File: src/rtl/ifu_fetch_ctrl.sv
// ifu_fetch_ctrl: single-issue instruction fetch controller.
//
// Holds the architectural PC, issues one fetch at a time to instruction
// memory, hands the fetched word and its PC to decode, then waits for the
// next PC from execute/writeback. A misaligned next PC or a bus error sets a
// sticky fault and parks the block until reset.
//
// Ports:
//   clk, rst          clock; synchronous active-high reset
//   imem_req_*        fetch request (valid/ready), address = pc
//   imem_resp_*       fetch response: data word, error qualified by valid
//   inst_valid/ready  instruction handshake to decode; inst/pc held stable
//   npc_valid, npc    next PC from execute/writeback
//   fetch_fault       sticky fault flag
//   fetch_count       instructions delivered to decode (wraps)
module ifu_fetch_ctrl #(
  parameter int unsigned      XLEN     = 32,
  parameter logic [XLEN-1:0]  RESET_PC = 32'h8000_0000
) (
  input  logic            clk,
  input  logic            rst,
  output logic            imem_req_valid,
  input  logic            imem_req_ready,
  output logic [XLEN-1:0] imem_req_addr,
  input  logic            imem_resp_valid,
  input  logic [31:0]     imem_resp_data,
  input  logic            imem_resp_err,
  output logic            inst_valid,
  input  logic            inst_ready,
  output logic [31:0]     inst,
  output logic [XLEN-1:0] pc,
  input  logic            npc_valid,
  input  logic [XLEN-1:0] npc,
  output logic            fetch_fault,
  output logic [XLEN-1:0] fetch_count
);

  typedef enum logic [2:0] {
    StReq,
    StWait,
    StOut,
    StNpc,
    StHalt
  } state_e;

  state_e          state_q, state_d;
  logic [XLEN-1:0] pc_q, pc_d;
  logic [31:0]     inst_q, inst_d;
  logic            fault_q, fault_d;
  logic [XLEN-1:0] count_q, count_d;
  logic            req_valid_q;
  logic            inst_valid_q;

  always_comb begin
    state_d = state_q;
    pc_d    = pc_q;
    inst_d  = inst_q;
    fault_d = fault_q;
    count_d = count_q;
    unique case (state_q)
      StReq: begin
        // req_valid_q is low for the first cycle after reset, so gate on it.
        if (req_valid_q && imem_req_ready) state_d = StWait;
      end
      StWait: begin
        if (imem_resp_valid) begin
          if (imem_resp_err) begin
            fault_d = 1'b1;
            state_d = StHalt;
          end else begin
            inst_d  = imem_resp_data;
            state_d = StOut;
          end
        end
      end
      StOut: begin
        if (inst_valid_q && inst_ready) begin
          count_d = count_q + XLEN'(1);
          // A next PC arriving with the handshake skips the StNpc wait.
          if (npc_valid) begin
            if (npc[1:0] == 2'b00) begin
              pc_d    = npc;
              state_d = StReq;
            end else begin
              fault_d = 1'b1;
              state_d = StHalt;
            end
          end else begin
            state_d = StNpc;
          end
        end
      end
      StNpc: begin
        if (npc_valid) begin
          if (npc[1:0] == 2'b00) begin
            pc_d    = npc;
            state_d = StReq;
          end else begin
            fault_d = 1'b1;
            state_d = StHalt;
          end
        end
      end
      StHalt: begin
        state_d = StHalt;
      end
      default: begin
        state_d = StHalt;
      end
    endcase
  end

  always_ff @(posedge clk) begin
    if (rst) begin
      state_q      <= StReq;
      pc_q         <= RESET_PC;
      inst_q       <= 32'h0;
      fault_q      <= 1'b0;
      count_q      <= '0;
      req_valid_q  <= 1'b0;
      inst_valid_q <= 1'b0;
    end else begin
      state_q      <= state_d;
      pc_q         <= pc_d;
      inst_q       <= inst_d;
      fault_q      <= fault_d;
      count_q      <= count_d;
      // Valids are decoded from the next state so they come straight off flops.
      req_valid_q  <= (state_d == StReq);
      inst_valid_q <= (state_d == StOut);
    end
  end

  assign imem_req_valid = req_valid_q;
  assign imem_req_addr  = pc_q;
  assign inst_valid     = inst_valid_q;
  assign inst           = inst_q;
  assign pc             = pc_q;
  assign fetch_fault    = fault_q;
  assign fetch_count    = count_q;

endmodule
File: config.mk
export PLATFORM = sky130hd
export DESIGN_NAME = ifu_fetch_ctrl
export DESIGN_NICKNAME = d
export VERILOG_FILES = /design/src/rtl/ifu_fetch_ctrl.sv
export SDC_FILE = /design/constraint.sdc
export NUM_CORES = 1
export LEC_CHECK = 0
export BUFFER_PORTS_ARGS = -buffer_cell sky130_fd_sc_hd__buf_2
export CORE_UTILIZATION = 50
export CTS_CLUSTER_DIAMETER = 30
export DETAILED_ROUTE_END_ITERATION = 10
export MAX_ROUTING_LAYER = met4
export PLACE_DENSITY = 0.81
export RECOVER_POWER = 50
export SKIP_LAST_GASP = 1
export SYNTH_ARGS = -nofsm -noshare
export SYNTH_HDL_FRONTEND = slang
export SYNTH_SLANG_ARGS = --single-unit
export TNS_END_PERCENT = 100
File: constraint.sdc
create_clock -name clk -period 6.2 [get_ports clk]
set_input_delay 0.31 -clock clk [delete_from_list [all_inputs] [get_ports clk]]
set_output_delay 0.31 -clock clk [all_outputs]
set_load 0.01 [all_outputs]
# Word level (Yosys, flattened, before mapping)
# Index checks and enable logic that the tools add are counted.
dict set report totals {
  ff_bits 102
  in_bits 71
  out_inout_bits 131
  elab_cells 45
}
dict set report classes {
  addsub 1
  n_eq_ne 7
  n_mux 18
  bitwise 1
  n_reduce_logical 11
}
# operator n
set op_table {}
lappend op_table {{$mux W32} 3}
lappend op_table {{$pmux W32 S2} 1}
lappend op_table {{$add A32 B1 Y32 const B} 1}
lappend op_table {{$mux W3} 7}
lappend op_table {{$pmux W3 S4} 1}
lappend op_table {{$eq A3 B2 Y1 const B} 3}
lappend op_table {{$logic_not A3 Y1} 2}
lappend op_table {{$ne A2 B2 Y1 const B} 3}
lappend op_table {{$mux W1} 5}
lappend op_table {{$reduce_and A2 Y1} 2}
lappend op_table {{$reduce_and A4 Y1} 1}
lappend op_table {{$eq A3 B1 Y1 const B} 1}
lappend op_table {{$pmux W1 S3} 1}
lappend op_table {{$reduce_and A3 Y1} 1}
lappend op_table {{$reduce_bool A3 Y1} 1}
lappend op_table {{$logic_and A1 B1 Y1} 2}
lappend op_table {{$logic_not A2 Y1} 1}
lappend op_table {{$reduce_bool A2 Y1} 1}
lappend op_table {{$not A1 Y1} 1}

# Logic depth before layout (Yosys ltp)
# Gate-level depths: netlist of the first run.
dict set report logic_depth {
  ltp_word 6
  ltp_mapped 7
  mapped_depth_nobuf 5
}

# Worst setup path after synthesis of the first run
# Ideal clock, no wire load.
dict set report synth_timing {
  path_type {reg-to-reg}
  from {register count_q[9], in the netlist fetch_count[9]}
  to {register count_q[26], in the netlist fetch_count[26]}
  setup_time_ns 0.121
  t_arrival_ns 1.913
  required_ns 6.079
  setup_slack_ns 4.166
  stages_incl_launch_ff 6
  path_buffers 1
  period_less_slack_ns 2.034
  cell_sequence {dfxtp_1 nand4_2 or4_4 buf_6 nor4_1 mux2_2}
}
dict set report synth_via {
  elab_chain_len 1
}
# element line_no
set synth_lines {}
lappend synth_lines {{start, declared} 50} ;# logic [XLEN-1:0] count_q, count_d;
lappend synth_lines {{start signal, assigned} 127} ;# count_q <= count_d;
lappend synth_lines {{$add A32 B1 Y32} 78} ;# count_d = count_q + XLEN'(1);
# Every way passes these cells.
# A chain may end at the register's enable or synchronous reset.

# Worst setup path in the final report of the first run
dict set report layout_timing {
  from {register state_q[0]}
  to {register inst_q[12], in the netlist inst[12]}
}
dict set report layout_via {
  elab_chain_len 2
}
# element line_no
set layout_lines {}
lappend layout_lines {{start, declared} 46} ;# state_e state_q, state_d;
lappend layout_lines {{start signal, assigned} 115} ;# state_q <= StReq;
lappend layout_lines {{start signal, assigned} 123} ;# state_q <= state_d;
lappend layout_lines {{$eq A3 B1 Y1} 60} ;# unique case (state_q)
lappend layout_lines {{$reduce_and A3 Y1 (no line)} n/a}
lappend layout_lines {{end signal, assigned} 125} ;# inst_q <= inst_d;
lappend layout_lines {{end, declared} 48} ;# logic [31:0] inst_q, inst_d;
# Every way passes these cells.

==> results.json, run 1 <==
{
  "status": "finished, final reports clean",
  "hp-start": "npc[31]",
  "path_delay_family": "simple AND/OR/NAND/NOR gates",
  "cp_max_fo": 34,
  "die_w_um": 95.1,
  "vias": 4165,
  "htree_levels": 3,
  "rows": 33,
  "worstPathCellList": "nor4b_1 > and2_1 > nand2_1 > a21oi_1",
  "synth_edf_count": 0,
  "tritoncts": "done",
  "cts_resized": 0,
  "postCtsSetupBuffers": 0,
  "die_area_um2": 9050,
  "powerDensity_nw_per_um2": 225,
  "slew_headroom_pct": 24.4,
  "layoutNonFillerInstCount": 794,
  "fin_skew_ps": 14.0,
  "synth_top_cell_area_share_pct": 47.1,
  "top_level_ports": 202,
  "clockRootBuffer": "clkbuf_8",
  "hpwl_mm": 7.69,
  "post-place-cells": 778,
  "reg2reg_from": "state_q[0]",
  "diodes": 0,
  "synthTopCellsByArea": "dfxtp_1, nand2_1, a21oi_1, buf_4, or4_1",
  "crit_path_start": "state_q[0]",
  "synthDistinctLibCells": 41,
  "clk_pin_slew_ps": 110,
  "min_period_over_period_pct": 38.1,
  "area_growth_pct": 19.5,
  "port_buffers": 201,
  "groute.layer.met2.usage_pct": 38.7,
  "wl_per_cell_um": 13.5,
  "cp.arrival_ps": 2650,
  "wl_mm": 10.7,
  "synthArstFlopShare_pct": 0,
  "syn_area_per_cell_um2": 8.13,
  "worst-path-buf-inv": 0,
  "end_kind": "flip-flop",
  "grt.overflow.total": 0,
  "max_stage_delay_ps": 950,
  "drive_above_1_share_pct": 17.0,
  "cts_hold_buf": 0,
  "die_y_um": 95.1,
  "p_leak_nw": 1.84,
  "viasPerCell": 5.25,
  "grt_max_degree": 107,
  "nNetsFinal": 756,
  "place_congestion": 0.791,
  "synthCells": 533,
  "synth-seq-cells": 102,
  "yosysSeqAreaShare_pct": 47.1,
  "ir_drop_mv": 0.144,
  "coreArea_um2": 8300,
  "slew_violations": 0,
  "cts_sinks": 102,
  "grt_use_met1_pct": 27.5,
  "cap_viol_max_count": 0,
  "grt_pass1_vias": 3561,
  "drtPass1Iterations": 5,
  "fin_crit_ps": 2360,
  "syn-cell-area_um2": 4340,
  "clockBufferDepth": 2,
  "tightest_slew_ps": 1130,
  "start_util_pct": 52.2,
  "grt_pass1_wl_mm": 16.1,
  "synthFlopType": "dfxtp_1",
  "crit_slowest_cell": "and2_1",
  "yosys_warnings": 0,
  "finalPower_mw": 1.16,
  "antenna_found_initial": 0,
  "rsz0062_at_grt": "false",
  "finalSetupViolCount": 0,
  "initialDrtViolationCount": 151,
  "ant_nets": 0,
  "grt_usage_pct": 23.1,
  "drc": 0,
  "startpoint_type": "flip-flop",
  "clkLatencyLatePin_ps": 360,
  "worstSetupPathType": "reg -> reg",
  "hold_class": "in -> reg",
  "grt_use_met3_pct": 5.10,
  "hold_viol_final": 0,
  "cp.required_ps": 6490,
  "synth_most_common_cell": "nand2_1",
  "cts_buffers": 9,
  "synth_nets": 605,
  "yosys.area.top_type": "dfxtp_1",
  "grt.busiest_layer": "met2",
  "synthTopCellsByCount": "nand2_1, dfxtp_1, a21oi_1, buf_4, clkbuf_1",
  "fmax_ghz": 0.423,
  "fin_tns_setup_ps": 0
}
## power breakdown
group          internal [mW]  total, mW  leakage, nW  switching (mW)
Clock                  0.206      0.443        0.107           0.237
Sequential             0.660      0.665        0.822         0.00463
Combinational         0.0251     0.0572        0.906          0.0321
Total                  0.891       1.16         1.84           0.274
## cells by family after synthesis
kind of cell	share of synthesized area (%)
compound gates	13.4
xor+xnor	1.62
fa+ha+maj	0.289
buf+inv	8.83
flops	47.1
mux	1.30
simple gates	27.4
## state kept, by name, summed over array words and instances (netlist names)
name	cells
fetch_count	32
imem_req_valid	1
state_q	3
inst	32
inst_valid	1
imem_req_addr	32
fetch_fault	1
## tightest hold or removal path: stages
cell and delay (ps):
buf_2 80, nand2_1 40, nand3b_1 60
## final cells by class
class	count	area [um^2]
fill	805	3120
sequential	102	2040
multi-input combinational	364	1900
timing repair buffer	202	873
clock buffer	10	138
tap	105	131
clock inverter	6	77.6
inverter	5	18.8
## layout by cell type (no fill, tap or decap), types with 10 or more instances in the layout
cell | netlist | layout
a21oi_1 | 84 | 84
buf_2 | 3 | 86
clkbuf_1 | 24 | 114
clkbuf_8 | 0 | 10
dfxtp_1 | 102 | 102
nand2_1 | 138 | 138
nand3_1 | 13 | 13
nor2_1 | 19 | 19
o21ai_0 | 10 | 10
o31ai_1 | 11 | 11
or4_1 | 13 | 13
## worst paths after layout
path	endpoint	slack [ps]	cells past startpoint
worst min-delay path	imem_req_addr[31]	150	3
worst max-delay path	inst[12]	3840	4
worst max register to register	inst[12]	3840	4
worst min register to register	inst[2]	460	2
## layer usage
metal / vias up / share of wire, %
met5: - / 0
met4: 0 / 1.5
met3: 16 / 6.7
met2: 143 / 50
met1: 1913 / 42
li1: 2093 / -
## metrics by stage
stage,area (um^2),util [%],hold slack [ps],worst slack [ps]
after detailed placement,5120,61.7,445,3860
after floorplan,4340,-,434,4170
final,5180,62.4,154,3840
after global placement,5120,61.7,440,4010
after global routing,5180,62.4,137,3590
after CTS,5340,64.3,140,3840
Note: power is estimated with default switching activity, not from simulation.
==> run 2, diff against run 1 <==
Settings changed: CORE_UTILIZATION 50 to 47, PLACE_DENSITY 0.81 to 0.77.
Clock period 6.2 ns to 2.19 ns, I/O delays scaled along.
==> run 2 against run 1 <==
The run now ends with DRC left. Register-to-register slack got worse by 3700 ps. Highest routed layer unchanged. Die area rose by 6.3%. First-iteration DRC count increased by 41%. Final cell count rose by 8.9%. Routed wire length up 16%. Combinational power grew to 4.5 times the previous value. Sequential share of layout area shrank 4.8 points. Non-clock buffer count rose by 68.
==> results.json, run 2 (synthesized netlist as in run 1, its figures left out) <==
{
  "status": "finished, violations left",
  "violations": "DRC",
  "clockBufferDepth": 2,
  "hpwl_mm": 7.85,
  "worst_r2r_path_depth": 4,
  "grt_max_degree": 46,
  "nNetsFinal": 824,
  "cap_viol_max_count": 0,
  "viasPerCell": 5.23,
  "fin_crit_ps": 2080,
  "finalSetupViolCount": 0,
  "area_growth_pct": 36.1,
  "fin_ws_ps": 107,
  "cp.arrival_ps": 2340,
  "htree_levels": 3,
  "layoutNonFillerInstCount": 865,
  "hold_class": "in -> reg",
  "top_level_ports": 202,
  "worstSetupPathType": "reg -> reg",
  "ant_nets": 0,
  "ir_drop_mv": 0.419,
  "tightest_slew_ps": 583,
  "cp_max_fo": 20,
  "place_congestion": 0.815,
  "pre_cts_ws_ps": 133,
  "tritoncts": "done",
  "cp.required_ps": 2450,
  "min_period_over_period_pct": 95.1,
  "initialDrtViolationCount": 213,
  "clockRootBuffer": "clkbuf_8",
  "layout_commonest_cell": "nand2_1",
  "fin_tns_setup_ps": 0,
  "reg2reg_from": "fetch_count[11]",
  "rows": 34,
  "ff2ff_setup_slack_ps": 110,
  "slew_headroom_pct": 60.6,
  "die_w_um": 98.0,
  "hp-start": "npc[23]",
  "diodes": 0,
  "hold_ws_ps": 26.6,
  "end_kind": "flip-flop",
  "holdPathEnd": "imem_req_addr[23]",
  "die_area_um2": 9610,
  "rsz0062_at_grt": "false",
  "slew_violations": 0,
  "p_leak_nw": 2.18,
  "cts_buffers": 9,
  "reg2reg_to": "fetch_count[28]",
  "fin_skew_ps": 20.4,
  "wl_per_cell_um": 14.3,
  "die_y_um": 98.0,
  "antenna_found_initial": 0,
  "grt_pass1_wl_mm": 19.7,
  "layout.cells.most_common_list": "nand2_1, clkbuf_1, dfxtp_1",
  "grt.overflow.total": 0,
  "powerDensity_nw_per_um2": 597,
  "fmax_ghz": 0.480,
  "post-place-cells": 788,
  "clk_pin_slew_ps": 110,
  "grt_pass1_vias": 4208,
  "startpoint_type": "flip-flop",
  "port_buffers": 201,
  "hold_viol_final": 0,
  "cts_sinks": 102,
  "postCtsSetupBuffers": 0,
  "drtPass1Iterations": 7,
  "whs_path_depth": 3,
  "drc": 10,
  "start_util_pct": 49.2,
  "grt_usage_pct": 26.2,
  "wl_mm": 12.4,
  "coreArea_um2": 8810,
  "clkLatencyLatePin_ps": 360,
  "vias": 4525,
  "drive_above_1_share_pct": 16.4
}
-- run 2: cell types whose count changed in the layout (fill, tap and decap cells not counted) --
cell,before,now
buf_2,86,84
clkinvlp_4,1,0
nand4b_4,0,1
bufinv_16,1,2
nor4_1,7,6
buf_12,0,1
buf_4,2,8
nor4_2,0,1
nand4b_1,1,0
clkbuf_1,114,116
dlygate4sd3_1,0,61
-- run 2: metrics by stage --
stage	power (mW)	area, um^2	utilization, %
floorplan	2.00	4340	-
global placement	2.09	5190	59.0
detailed placement	2.10	5190	59.0
CTS	3.55	6040	68.6
global route	3.65	5900	67.0
finish	3.52	5900	67.0
-- run 2: layer usage --
metal  GRT usage [%]  share of wire, %  vias up
li1                -                 -     2238
met2            42.7                50      173
met4            12.9               2.8        0
met1            31.0                41     2085
met5               -                 0        -
met3            4.72               6.0       29
-- run 2: area by class of cell --
type	count	area [um^2]
Inverter	5	18.8
Clock buffer	10	138
Clock inverter	6	100
Fill cell	770	2900
Tap cell	108	135
Timing Repair Buffer	270	1550
Sequential cell	102	2040
Multi-Input combinational cell	364	1920
-- run 2: power breakdown --
group	total, mW	internal (mW)	leakage, nW	switching (mW)
Combinational	0.259	0.147	1.24	0.112
Sequential	1.88	1.87	0.822	0.0144
Clock	1.38	0.698	0.121	0.681
Total	3.52	2.71	2.18	0.808
-- run 2: worst max-delay path, stage by stage (launching register included) --
cell     delay (ps)
dfxtp_1         430
nand4_2         160
or4_4           680
nor4_1          340
mux2_2          370
-- run 2: worst max-delay path by stage --
stage	end	start	depth (start not counted)	slack, ps
final	fetch_count[28]	fetch_count[11]	4	110
after global routing	fetch_count[25]	fetch_count[11]	4	20
after CTS	fetch_count[28]	fetch_count[11]	4	120
after detailed placement	fetch_count[28]	fetch_count[11]	4	130
after global placement	fetch_count[26]	fetch_count[11]	4	180
after floorplan	fetch_count[26]	fetch_count[9]	5	160
-- run 2: timing repair --
item / CTS / global route
endpoints found under the setup margin: 0 / 1
hold buffers: 61 / 0
resized for setup: 0 / 1
endpoints found under the hold margin: 61 / 0
==> run 3, diff against run 2 <==
Settings changed: REMOVE_ABC_BUFFERS from default to 1.
==> run 3 against run 2 <==
The run still ends with DRC left. Combinational power about the same. Design area up 0.11%. Non-clock buffer count up 2. Sequential power about the same. Largest cell class unchanged.
==> results.json, run 3 (synthesized netlist as in run 1, its figures left out) <==
{
  "fin_crit_ps": 2070,
  "die_w_um": 98.0,
  "cts_sinks": 102,
  "startpoint_type": "flip-flop",
  "grt_pass1_vias": 4269,
  "htree_levels": 3,
  "layout_commonest_cell": "nand2_1",
  "grt.busiest_layer": "met2",
  "cp_max_fo": 20,
  "fmax_ghz": 0.482,
  "grt_use_met3_pct": 7.16,
  "initialDrtViolationCount": 220,
  "nNetsFinal": 826,
  "grt.overflow.total": 0,
  "grt_usage_pct": 26.2,
  "die_area_um2": 9610,
  "end_kind": "flip-flop",
  "grt_max_degree": 37,
  "worstSetupPathType": "reg -> reg",
  "powerDensity_nw_per_um2": 584,
  "drtPass1Iterations": 7,
  "clockBufferDepth": 2,
  "tritoncts": "done",
  "violations": "DRC",
  "hold_class": "in -> reg",
  "postCtsSetupBuffers": 0,
  "rows": 34,
  "hpwl_mm": 7.83,
  "min_period_over_period_pct": 94.7,
  "drive_above_1_share_pct": 16.6,
  "cp.required_ps": 2450,
  "nFillCells": 776,
  "grt_use_met1_pct": 28.3,
  "ir_drop_mv": 0.381,
  "cp.arrival_ps": 2330,
  "slew_violations": 0,
  "viasPerCell": 5.29,
  "layout.cells.most_common_list": "nand2_1, clkbuf_1, dfxtp_1",
  "clockRootBuffer": "clkbuf_8",
  "cts_buffers": 9,
  "drc": 5,
  "antenna_found_initial": 1,
  "p_leak_nw": 2.18,
  "groute.layer.met2.usage_pct": 45.2,
  "pre_cts_ws_ps": 132,
  "rsz0062_at_grt": "true",
  "place_congestion": 0.855,
  "fin_ws_ps": 117,
  "wl_mm": 12.3,
  "wl_per_cell_um": 14.1,
  "fin_skew_ps": 10.9,
  "hold_viol_final": 0,
  "clk_pin_slew_ps": 100,
  "port_buffers": 201,
  "grt_pass1_wl_mm": 19.9,
  "ant_nets": 0,
  "start_util_pct": 49.2,
  "die_y_um": 98.0,
  "slew_headroom_pct": 67.5,
  "coreArea_um2": 8810,
  "tightest_slew_ps": 481,
  "finalSetupViolCount": 0,
  "status": "finished, violations left",
  "cap_viol_max_count": 0,
  "vias": 4590,
  "clkLatencyLatePin_ps": 360,
  "hold_ws_ps": 100,
  "area_growth_pct": 36.3,
  "top_level_ports": 202
}
## run 3: through the flow
step	power [mW]	cells	instance area (um^2)	util [%]	setup TNS [ps]
2_1_floorplan	1.97	471	3970	-	-14070
3_3_place_gp	2.09	789	5200	59.1	0
3_5_place_dp	2.10	789	5200	59.1	0
4_1_cts	3.48	867	6040	68.6	0
5_1_grt	3.60	868	5910	67.1	-2.11
6_report	3.45	868	5910	67.1	0
## run 3: repair_timing
item / in CTS / in global routing
hold buffers: 62 / 0
gates resized for setup: 0 / 1
endpoints found under the setup margin: 0 / 1
endpoints found under the hold margin: 62 / 0
## run 3: path summary, 6_finish.rpt
check | from | to | slack [ps] | depth (start not counted)
min | npc_valid | state_q[0] | 100 | 4
min reg2reg | inst[5] | inst[5] | 460 | 2
max reg2reg | fetch_count[11] | fetch_count[28] | 120 | 4
max | fetch_count[11] | fetch_count[28] | 120 | 4
## run 3: critical path: stages (launching register included)
cell	delay [ps]
dfxtp_1	420
nand4_2	160
or4_4	690
nor4_1	330
mux2_2	370
## run 3: layout make-up
type	count	area (um^2)	area share, %
multi-input combinational	364	1920	32.5
timing repair buffer	272	1570	26.5
inverter	5	18.8	0.318
clock buffer	10	128	2.16
clock inverter	6	93.8	1.59
antenna	1	2.50	0.0424
sequential	102	2040	34.6
tap	108	135	2.29
## run 3: routing by layer
| metal | vias to the layer above | routed length (um) | part of all wire (%) |
|---|---|---|---|
| met5 | - | 0 | 0 |
| met4 | 0 | 449 | 3.7 |
| met3 | 36 | 758 | 6.2 |
| met2 | 169 | 6200 | 51 |
| met1 | 2151 | 4850 | 40 |
| li1 | 2234 | - | - |
## run 3: where the power goes
part / leakage (nW) / switching [mW] / internal [mW]
Combinational: 1.25 / 0.113 / 0.148
Sequential: 0.822 / 0.0137 / 1.87
Clock: 0.107 / 0.654 / 0.655
